<file path="src/rtl/posit_mult_seq.sv">
// Multi-cycle posit<N,ES> multiplier (IDLE -> DEC -> MUL -> ENC -> DONE) with valid/ready on both sides.
// Optional feature: define POSIT_MULT_INEXACT_EN to add the registered 'inexact' output.
module posit_mult_seq #(
    parameter int N  = 32,
    parameter int ES = 4
) (
    input  logic         clk,
    input  logic         rst,
    input  logic         in_valid,
    output logic         in_ready,
    input  logic [N-1:0] a,
    input  logic [N-1:0] b,
    output logic         out_valid,
    input  logic         out_ready,
    output logic [N-1:0] product,
    output logic         nar,
    output logic         zero
`ifdef POSIT_MULT_INEXACT_EN
    ,
    output logic         inexact
`endif
);

    localparam int MW = N - ES - 1;     // significand width including the hidden bit
    localparam int FW = MW - 1;
    localparam int PW = 2 * MW;
    localparam int EW = ES + 1;
    localparam int KW = $clog2(N) + 2;
    localparam int SW = $clog2(N) + ES + 3;
    localparam int TW = ES + PW - 1;    // exponent field followed by product fraction
    localparam int FL = N + TW;         // longest legal regime still leaves the whole tail in view
    localparam logic signed [SW-1:0] K_MAX  = SW'(N - 2);
    localparam logic [SW-1:0]        E_MASK = SW'((1 << ES) - 1);
    localparam logic [N-1:0]         NAR_W  = {1'b1, {(N-1){1'b0}}};
    localparam logic [FL-1:0]        TOP_ONE = {1'b1, {(FL-1){1'b0}}};

    typedef enum logic [2:0] {S_IDLE, S_DEC, S_MUL, S_ENC, S_DONE} state_t;

    typedef struct packed {
        logic [KW-1:0] k;
        logic [EW-1:0] e;
        logic [MW-1:0] sig;
    } dec_t;

    function automatic dec_t decode(input logic [N-2:0] m);
        logic [N-1:0] body;
        logic [N-1:0] rest;
        logic         run_bit;
        logic         stop;
        int           run;
        dec_t         d;
        body    = {m, 1'b0};
        run_bit = body[N-1];
        run     = 0;
        stop    = 1'b0;
        for (int i = N - 1; i >= 1; i--) begin
            if (!stop && (body[i] == run_bit)) begin
                run = run + 1;
            end else begin
                stop = 1'b1;
            end
        end
        // Shifting by N (run to word end) leaves zeros, so missing exponent bits read as 0.
        rest  = body << (run + 1);
        d.k   = run_bit ? KW'(run - 1) : KW'(-run);
        d.e   = EW'(rest >> (N - ES));
        d.sig = {1'b1, FW'(rest >> (N - ES - FW))};
        return d;
    endfunction

    state_t state_q, state_d;

    logic [N-1:0]           a_q, a_d, b_q, b_d;
    logic [KW-1:0]          ka_q, ka_d, kb_q, kb_d;
    logic [EW-1:0]          ea_q, ea_d, eb_q, eb_d;
    logic [MW-1:0]          siga_q, siga_d, sigb_q, sigb_d;
    logic                   sign_q, sign_d, snar_q, snar_d, szero_q, szero_d;
    logic signed [SW-1:0]   scale_q, scale_d;
    logic [PW-2:0]          frac_q, frac_d;
    logic [N-1:0]           product_q, product_d;
    logic                   nar_q, nar_d, zero_q, zero_d;
`ifdef POSIT_MULT_INEXACT_EN
    logic                   inexact_q, inexact_d;
    logic                   enc_inexact;
`endif

    logic [N-2:0]           mag_a, mag_b;
    dec_t                   dec_a, dec_b;
    logic [PW-1:0]          prod;
    logic signed [SW-1:0]   ksum;
    logic signed [SW-1:0]   k_s;
    logic [SW-1:0]          e_u, rl;
    logic [TW-1:0]          tail;
    logic [FL-1:0]          reg_vec, tail_vec, f;
    logic [N-2:0]           mag_t, mag_r, mag_f;
    logic                   guard, sticky, sat;
    logic [N-1:0]           res, enc_p;

    // State register.
    always_ff @(posedge clk) begin
        if (rst) begin
            state_q <= S_IDLE;
        end else begin
            state_q <= state_d;
        end
    end

    // Next-state logic; operands are only taken in IDLE.
    always_comb begin
        state_d = state_q;
        case (state_q)
            S_IDLE:  state_d = in_valid ? S_DEC : S_IDLE;
            S_DEC:   state_d = S_MUL;
            S_MUL:   state_d = S_ENC;
            S_ENC:   state_d = S_DONE;
            S_DONE:  state_d = out_ready ? S_IDLE : S_DONE;
            default: state_d = S_IDLE;
        endcase
    end

    // Operand decode, significand product and normalisation.
    always_comb begin
        mag_a = (N-1)'(a_q[N-1] ? (~a_q + N'(1'b1)) : a_q);
        mag_b = (N-1)'(b_q[N-1] ? (~b_q + N'(1'b1)) : b_q);
        dec_a = decode(mag_a);
        dec_b = decode(mag_b);
        prod  = PW'(siga_q) * PW'(sigb_q);
        ksum  = SW'($signed(ka_q)) + SW'($signed(kb_q));
    end

    // Re-encode: regime, exponent, fraction, then round-to-nearest-even with saturation.
    always_comb begin
        k_s  = scale_q >>> ES;
        e_u  = SW'(scale_q) & E_MASK;
        tail = (TW'(e_u) << (PW - 1)) | TW'(frac_q);
        if (!k_s[SW-1]) begin
            reg_vec = ~({FL{1'b1}} >> (SW'(k_s) + SW'(1'b1)));
            rl      = SW'(k_s) + SW'(2'd2);
        end else begin
            reg_vec = TOP_ONE >> SW'(-k_s);
            rl      = SW'(-k_s) + SW'(1'b1);
        end
        tail_vec = {tail, {N{1'b0}}} >> rl;
        f        = reg_vec | tail_vec;
        mag_t    = f[FL-1 -: N-1];
        guard    = f[FL-N];
        sticky   = |f[FL-N-1:0];
        mag_r    = mag_t + (N-1)'(guard & (sticky | mag_t[0]));
        if (k_s > K_MAX) begin
            mag_f = {(N-1){1'b1}};
            sat   = 1'b1;
        end else if (k_s < -K_MAX) begin
            mag_f = (N-1)'(1'b1);
            sat   = 1'b1;
        end else begin
            mag_f = mag_r;
            sat   = 1'b0;
        end
        res   = {1'b0, mag_f};
        enc_p = sign_q ? (~res + N'(1'b1)) : res;
`ifdef POSIT_MULT_INEXACT_EN
        enc_inexact = sat | guard | sticky;
`endif
    end

    // Datapath next values per state; everything else holds.
    always_comb begin
        a_d = a_q;   b_d = b_q;
        ka_d = ka_q; kb_d = kb_q; ea_d = ea_q; eb_d = eb_q;
        siga_d = siga_q; sigb_d = sigb_q;
        sign_d = sign_q; snar_d = snar_q; szero_d = szero_q;
        scale_d = scale_q; frac_d = frac_q;
        product_d = product_q; nar_d = nar_q; zero_d = zero_q;
`ifdef POSIT_MULT_INEXACT_EN
        inexact_d = inexact_q;
`endif
        case (state_q)
            S_IDLE: begin
                if (in_valid) begin
                    a_d = a;
                    b_d = b;
                end else begin
                    a_d = a_q;
                    b_d = b_q;
                end
            end
            S_DEC: begin
                sign_d  = a_q[N-1] ^ b_q[N-1];
                snar_d  = (a_q == NAR_W) || (b_q == NAR_W);
                szero_d = (a_q == N'(1'b0)) || (b_q == N'(1'b0));
                ka_d = dec_a.k;     kb_d = dec_b.k;
                ea_d = dec_a.e;     eb_d = dec_b.e;
                siga_d = dec_a.sig; sigb_d = dec_b.sig;
            end
            S_MUL: begin
                scale_d = (ksum <<< ES) + $signed(SW'(ea_q)) + $signed(SW'(eb_q))
                        + $signed(SW'(prod[PW-1]));
                frac_d  = prod[PW-1] ? prod[PW-2:0] : {prod[PW-3:0], 1'b0};
            end
            S_ENC: begin
                if (snar_q) begin
                    product_d = NAR_W;
                    nar_d     = 1'b1;
                    zero_d    = 1'b0;
                end else if (szero_q) begin
                    product_d = N'(1'b0);
                    nar_d     = 1'b0;
                    zero_d    = 1'b1;
                end else begin
                    product_d = enc_p;
                    nar_d     = 1'b0;
                    zero_d    = 1'b0;
                end
`ifdef POSIT_MULT_INEXACT_EN
                inexact_d = (snar_q || szero_q) ? 1'b0 : enc_inexact;
`endif
            end
            default: begin
                product_d = product_q;
            end
        endcase
    end

    // Datapath and output registers.
    always_ff @(posedge clk) begin
        if (rst) begin
            a_q <= '0;      b_q <= '0;
            ka_q <= '0;     kb_q <= '0;   ea_q <= '0;   eb_q <= '0;
            siga_q <= '0;   sigb_q <= '0;
            sign_q <= 1'b0; snar_q <= 1'b0; szero_q <= 1'b0;
            scale_q <= '0;  frac_q <= '0;
            product_q <= '0; nar_q <= 1'b0; zero_q <= 1'b0;
`ifdef POSIT_MULT_INEXACT_EN
            inexact_q <= 1'b0;
`endif
        end else begin
            a_q <= a_d;       b_q <= b_d;
            ka_q <= ka_d;     kb_q <= kb_d;   ea_q <= ea_d;   eb_q <= eb_d;
            siga_q <= siga_d; sigb_q <= sigb_d;
            sign_q <= sign_d; snar_q <= snar_d; szero_q <= szero_d;
            scale_q <= scale_d; frac_q <= frac_d;
            product_q <= product_d; nar_q <= nar_d; zero_q <= zero_d;
`ifdef POSIT_MULT_INEXACT_EN
            inexact_q <= inexact_d;
`endif
        end
    end

    assign in_ready  = (state_q == S_IDLE);
    assign out_valid = (state_q == S_DONE);
    assign product   = product_q;
    assign nar       = nar_q;
    assign zero      = zero_q;
`ifdef POSIT_MULT_INEXACT_EN
    assign inexact   = inexact_q;
`endif

endmodule
</file>
<file path="config.mk">
export PLATFORM = sky130hd
export DESIGN_NAME = posit_mult_seq
export DESIGN_NICKNAME = d
export VERILOG_FILES = /design/src/rtl/posit_mult_seq.sv
export SDC_FILE = /design/constraint.sdc
export NUM_CORES = 2
export LEC_CHECK = 0
export ABC_CLOCK_PERIOD_IN_PS = 60100
export CAP_MARGIN = 15
export CELL_PAD_IN_SITES_DETAIL_PLACEMENT = 1
export CELL_PAD_IN_SITES_GLOBAL_PLACEMENT = 2
export CORE_ASPECT_RATIO = 1.75
export CORE_MARGIN = 8
export CORE_UTILIZATION = 43
export DETAILED_ROUTE_END_ITERATION = 8
export GPL_TIMING_DRIVEN = 0
export HOLD_SLACK_MARGIN = 0.03
export PLACE_DENSITY = 0.94
export SYNTH_ARGS = -nofsm -noshare
export SYNTH_HDL_FRONTEND = slang
export SYNTH_SLANG_ARGS = --single-unit
export TNS_END_PERCENT = 5
</file>
<file path="constraint.sdc">
create_clock -name clk -period 60.1 [get_ports clk]
set_input_delay 12.02 -clock clk [delete_from_list [all_inputs] [get_ports clk]]
set_output_delay 12.02 -clock clk [all_outputs]
set_load 0.01 [all_outputs]
</file>
### Word-level counts from Yosys, hierarchy flattened

Cells that the tools add are included.

| cells by class | value |
|---|---|
| add/subtract/negate cells | 76 |
| bitwise gates (word level) | 9 |
| equality and inequality tests | 66 |
| reduce and logical (&&, ||, !) cells | 121 |
| mux-type cells | 136 |
| multiply operators | 1 |
| $lt $le $gt $ge | 2 |
| shifts and indexed selects | 5 |

Operators by type and width:

| cell | count |
|---|---|
| two-way mux 32 bit | 61 |
| adder 32 x 2 -> 32 bit, second input constant | 60 |
| right shift 89 x 12 -> 89 bit, first input constant | 2 |
| two-way mux 31 bit | 4 |
| two-way mux 89 bit | 1 |
| inverter 89 bit | 1 |
| OR 89 bit | 1 |
| right shift 89 x 12 -> 89 bit | 1 |
| equality test 32 bit, second input constant | 2 |
| logical NOT 32 bit | 2 |
| left shift 32 x 32 -> 32 bit | 2 |
| adder 31 x 1 -> 31 bit, second input constant | 2 |
| two-way mux 1 bit | 62 |
| inverter 31 bit | 2 |
| equality test 1 bit | 60 |
| logical AND 1 bit | 58 |
| OR 57 x 53 -> 57 bit | 1 |
| OR reduction 57 bit | 1 |
| logical NOT 1 bit | 56 |
| multiplier 27 x 27 -> 54 bit | 1 |
| two-way mux 53 bit | 1 |
| adder 32 x 1 -> 32 bit, second input constant | 1 |
| inverter 31 -> 32 bit | 1 |
| adder 31 x 1 -> 31 bit | 1 |
| 25 further kinds | 32 |

| storage, ports and cells | value |
|---|---|
| bits in registers | 245 |
| bits of input ports | 68 |
| word-level logic and storage cells | 433 |

### Logic depth before layout (Yosys ltp)

| depth | value |
|---|---|
| depth after elaboration | 92 |
| mapped depth | 98 |
| mapped depth without buffers | 96 |

### Least setup slack after synthesis

OpenSTA, ideal clock, no wires.

| timing | value |
|---|---|
| path kind | register to register |
| start point | reg b_q[8] |
| end point | reg eb_q[1] |
| stages on the path, launching flop included | 95 |
| buffers on the path | 4 |
| data arrival time | 19503 ps |
| library setup time | 122 ps |
| setup slack | 40475 ps |
| path through | dfxtp_1 -> buf_2 -> nor4_1 -> nand4_1 -> o311a_1 -> nor2_2 -> clkbuf_1 -> a211oi_1 -> a21oi_1 -> inv_1 -> ha_1 -> inv_1 -> o21ai_0 -> ha_1 -> o21a_1 -> ha_1 -> nand2_1 -> nand2_1 -> [59 not listed] -> o22ai_1 -> a211oi_1 -> ha_1 -> mux2i_1 -> a21oi_1 -> ha_1 -> mux2_2 -> ha_1 -> mux2i_1 -> a221oi_1 -> ha_1 -> inv_1 -> clkbuf_1 -> clkbuf_1 -> mux2_2 -> a21oi_1 -> o21ai_0 -> a221o_1 |

| between the ends | value |
|---|---|
| cells in the longest elaborated chain, start to end | 92 |
| elaborated cells on any way between the ends | 180 |
| those cells by class | add/sub (31); eq/ne (30); shift (1); mux (60); bitwise (1); reduce/logical (57) |

Ends and longest elaborated chain:

| what | RTL line | RTL |
|---|---|---|
| start: declaration | 73 | `logic [N-1:0] a_q, a_d, b_q, b_d;` |
| start signal: assignment | 227 | `a_q <= '0; b_q <= '0;` |
| start signal: assignment | 237 | `a_q <= a_d; b_q <= b_d;` |
| inverter 31 bit | 124 | `mag_b = (N-1)'(b_q[N-1] ? (~b_q + N'(1'b1)) : b_q);` |
| adder 31 x 1 -> 31 bit | 124 |  |
| two-way mux 31 bit (*) | 124 |  |
| parallel branches: the longest is 88 deep, another holds adder 32 x 2 -> 32 bit | n/a |  |
| left shift 32 x 32 -> 32 bit (*) | 64 | `rest = body << (run + 1);` |
| end signal: assignment | 228 | `ka_q <= '0; kb_q <= '0; ea_q <= '0; eb_q <= '0;` |
| end signal: assignment | 238 | `ka_q <= ka_d; kb_q <= kb_d; ea_q <= ea_d; eb_q <= eb_d;` |
| end: declaration | 75 | `logic [EW-1:0] ea_q, ea_d, eb_q, eb_d;` |

Every way passes the cells marked *.
A chain may end at the register's enable or synchronous reset.

### Worst setup path in the final report

| timing | value |
|---|---|
| start point | reg b_q[20] |
| end point | reg eb_q[3] |

Same word-level chain as after synthesis.

==> results by group <==
Yosys
  • Most used DFF post-synth: dfxtp_1
  • Cell variety after synth: 129
  • Mapped Area: between 50,000 and 60,000 sq um
  • Post-Syn Area per Cell: 7.76 sq um
  • Synthesis-stage register bit count: 244
  • Post-synthesis cell count: roughly 6,700
  • FFs w/ async S/R, synth: 0%
  • Sequential area share after synthesis: 9.45%
  • Synth warn: 0
  • Syn nets: 7,625
  • EDFF count, synth: 0

Clock tree
  • Clk root buf: clkbuf_16
  • Reg clk slew, reported paths: roughly 0.070 ns
  • Hold_buf cts: 0
  • Clock Path Buffers: 3
  • H-tree levels: 1
  • Post-CTS setup buffer count: 0
  • CTS Buf Count: 27
  • Clock latency on the worst-skew pair: a little over 0.6 ns
  • CTS tree: done
  • Post-CTS resize count: 0
  • Clock sinks: 244

Worst setup path
  • Startpoint Class: register
  • Worst r2r path cells: 96
  • Crit-path slowest cell: nor4_1
  • Crit path kind: register to register
  • Worst r2r src: b_q[20]
  • Crit-path max cell delay: 0.83 ns
  • CP Max Fanout: 10
  • Worst setup EP type: register
  • Reg2reg end: eb_q[3]
  • Worst EP arrival: 24.01 ns
  • Critical Path RT: 60.57 ns
  • Worst reg-to-reg setup slack: about 37 ns
  • Critical path's most frequent cell: ha_1

STA
  • Clock Skews: 0.0347 ns
  • Relative slew margins: 16.8%
  • Fin. Hold Viols: 0
  • Setup ws final: between 30 and 40 ns
  • Setup TNS: 0 ns
  • Tmin final: 23.54 ns
  • Worst-Margin Slew: 1.25 ns
  • Tcrit/Tclk final: about 39%
  • Fmax: approximately 42 MHz
  • Max Slew Vio Count: 0
  • Setup violations, final: 0
  • RSZ-0062 raised after global routing: no

Floorplanning
  • Ports: 104
  • Core area: 120,000 sq um
  • Total die area: 132,000 sq um
  • Die X: 278 microns
  • FP Rows: between 150 and 200
  • Chip height: 475 microns
  • Initial core utilization: 43.2%

Detailed routing
  • Final ANT Viol Nets: 0
  • Via density: 5.98
  • Total number of vias: 49,933
  • Wire length on met2: around 110 mm
  • Metal-1 WL: 72.3 mm
  • Residual DRC: 0
  • Uppermost layer routed: met5
  • WL final: about 210 mm
  • Wire length per cell: 25.7 microns
  • Drt pass-1 iters: 5
  • Number of DRC markers in iteration 0: between 2,000 and 3,000
  • WL met3: 10.1 mm

Global route
  • Total track usage: 31.9%
  • Antenna violations before repair: 7
  • Number of global-route vias before repair: 54,510
  • GRT Residual Overflow: 0
  • First-pass GRT wire length: 325 mm
  • Largest net degree at the start of global routing: 14

Layout
  • Post-Layout Inst Area: 55,600 sq um
  • Layout area overhead: 7.55%
  • Register area: 4880 sq um
  • Layout cells sized above 1: 3.83%
  • Final nets: 7,762
  • Layout fillers: 14,892
  • Multi-input gate area in the final layout: 42,300 sq um

Placed design
  • Place WS: 36.82 ns
  • Gpl congestion: 1.04
  • Post-place instance area: roughly 55,000 sq um
  • Port Buffers: just over 100
  • DP HPWL: 178 mm

Hold path
  • Origin of the worst min-delay path: kb_q[6]
  • Worst hold path type: register to register
  • WHS Endpoint: kb_q[6]
  • Hold Path Depth: 2

Power and ir drop
  • Maximum vdd drop: 34.5 uV
  • Power Dens Cells: 37.0 nW/um^2
  • Static Leak: 24.9 nW

Run
  • MaxCap Viol Count: 0

Run status
  • Status: complete, no violations
-- stage by stage --
stage	power, mW	utilization, %	hold WS (ns)	instances
global placement	1.80	45.7	0.450	8292
CTS	2.02	46.4	0.466	8340
finish	2.06	46.5	0.468	8351
floorplan	1.29	-	0.426	6660
global route	2.18	46.4	0.486	8342
detailed placement	1.84	45.7	0.458	8296
-- state kept, by name (all words and copies together) (netlist names) --
signal,flops
ka_q,7
b_q,32
product,32
state_q,3
eb_q,4
siga_q,27
sign_q,1
kb_q,7
a_q,32
sigb_q,26
nar,1
szero_q,1
zero,1
ea_q,4
snar_q,1
scale_q,12
frac_q,53
-- report_power, final --
part	switching (mW)	leakage [nW]	internal, mW
combinational	1.13	22.5	0.537
sequential	0.0259	1.99	0.189
clock	0.0745	0.422	0.0968
total	1.23	24.9	0.823
-- cell families after synthesis --
family	synth area share, %
mux	5.90
simple gates	22.3
buf+inv	8.62
xor+xnor	8.12
compound gates	14.6
fa+ha+maj	31.0
flops	9.45
-- routing by layer --
layer,track usage [%],vias up
met5,0,-
met1,31.4,25061
li1,-,22292
met4,25.9,4
met2,59.3,1728
met3,4.34,848
-- worst max-delay path: cells and delay by family, from the launching register on --
family | cells | cell delay [ns]
fa+ha+maj | 27 | 8.47
compound gates | 23 | 4.88
mux | 18 | 4.47
simple gates | 21 | 3.31
buf+inv | 7 | 1.97
flops | 1 | 0.30
-- how the worst max path moves through the flow --
| stage | from | cells after the start | end |
|---|---|---|---|
| final | b_q[20] | 96 | eb_q[3] |
| after global routing | b_q[20] | 96 | eb_q[3] |
| after CTS | b_q[20] | 96 | eb_q[3] |
| after detailed placement | b_q[20] | 96 | eb_q[3] |
| after global placement | b_q[20] | 96 | eb_q[3] |
| after floorplan | b_q[8] | 94 | eb_q[1] |
-- cell usage in the layout (no fill, tap or decap), drive strengths merged, types with 244 or more instances in the layout --
cell type / count
clkbuf: 391
inv: 771
fa: 627
o21ai: 271
dfxtp: 244
xnor2: 261
a21oi: 317
ha: 270
nand2: 1183
nor2: 499
-- Yosys cell counts, types with 29 or more instances --
master	n	area, sq um
a211oi_1	52	390
nor3_1	122	611
mux2_2	34	383
fa_1	627	12600
nor4_1	42	263
and3_1	42	263
or3_1	51	319
or2_2	29	181
xor2_1	138	1210
o31ai_1	37	278
a31oi_1	37	231
nor2_1	495	1860
nand2_1	1182	4440
nand4_1	35	219
and2_1	194	1210
o22ai_1	35	219
mux2i_1	210	2100
nand2b_1	34	213
nand3_1	128	641
xnor2_1	251	2200
o21a_1	35	263
inv_1	768	2880
dfxtp_1	244	4880
a21oi_1	316	1580
a22oi_1	47	353
clkbuf_1	354	1330
ha_1	270	3380
o21ai_0	252	1260
-- cell type report --
class	instances	share of cell area, %
buffer	401	2.82
multi-input combinational	5246	76.2
antenna	9	0.0405
timing repair buffer	108	1.97
sequential	244	8.79
clock buffer	37	1.37
tap	1530	3.44
inverter	769	5.19
clock inverter	7	0.182
No activity file was read; power rests on OpenSTA's default activity.
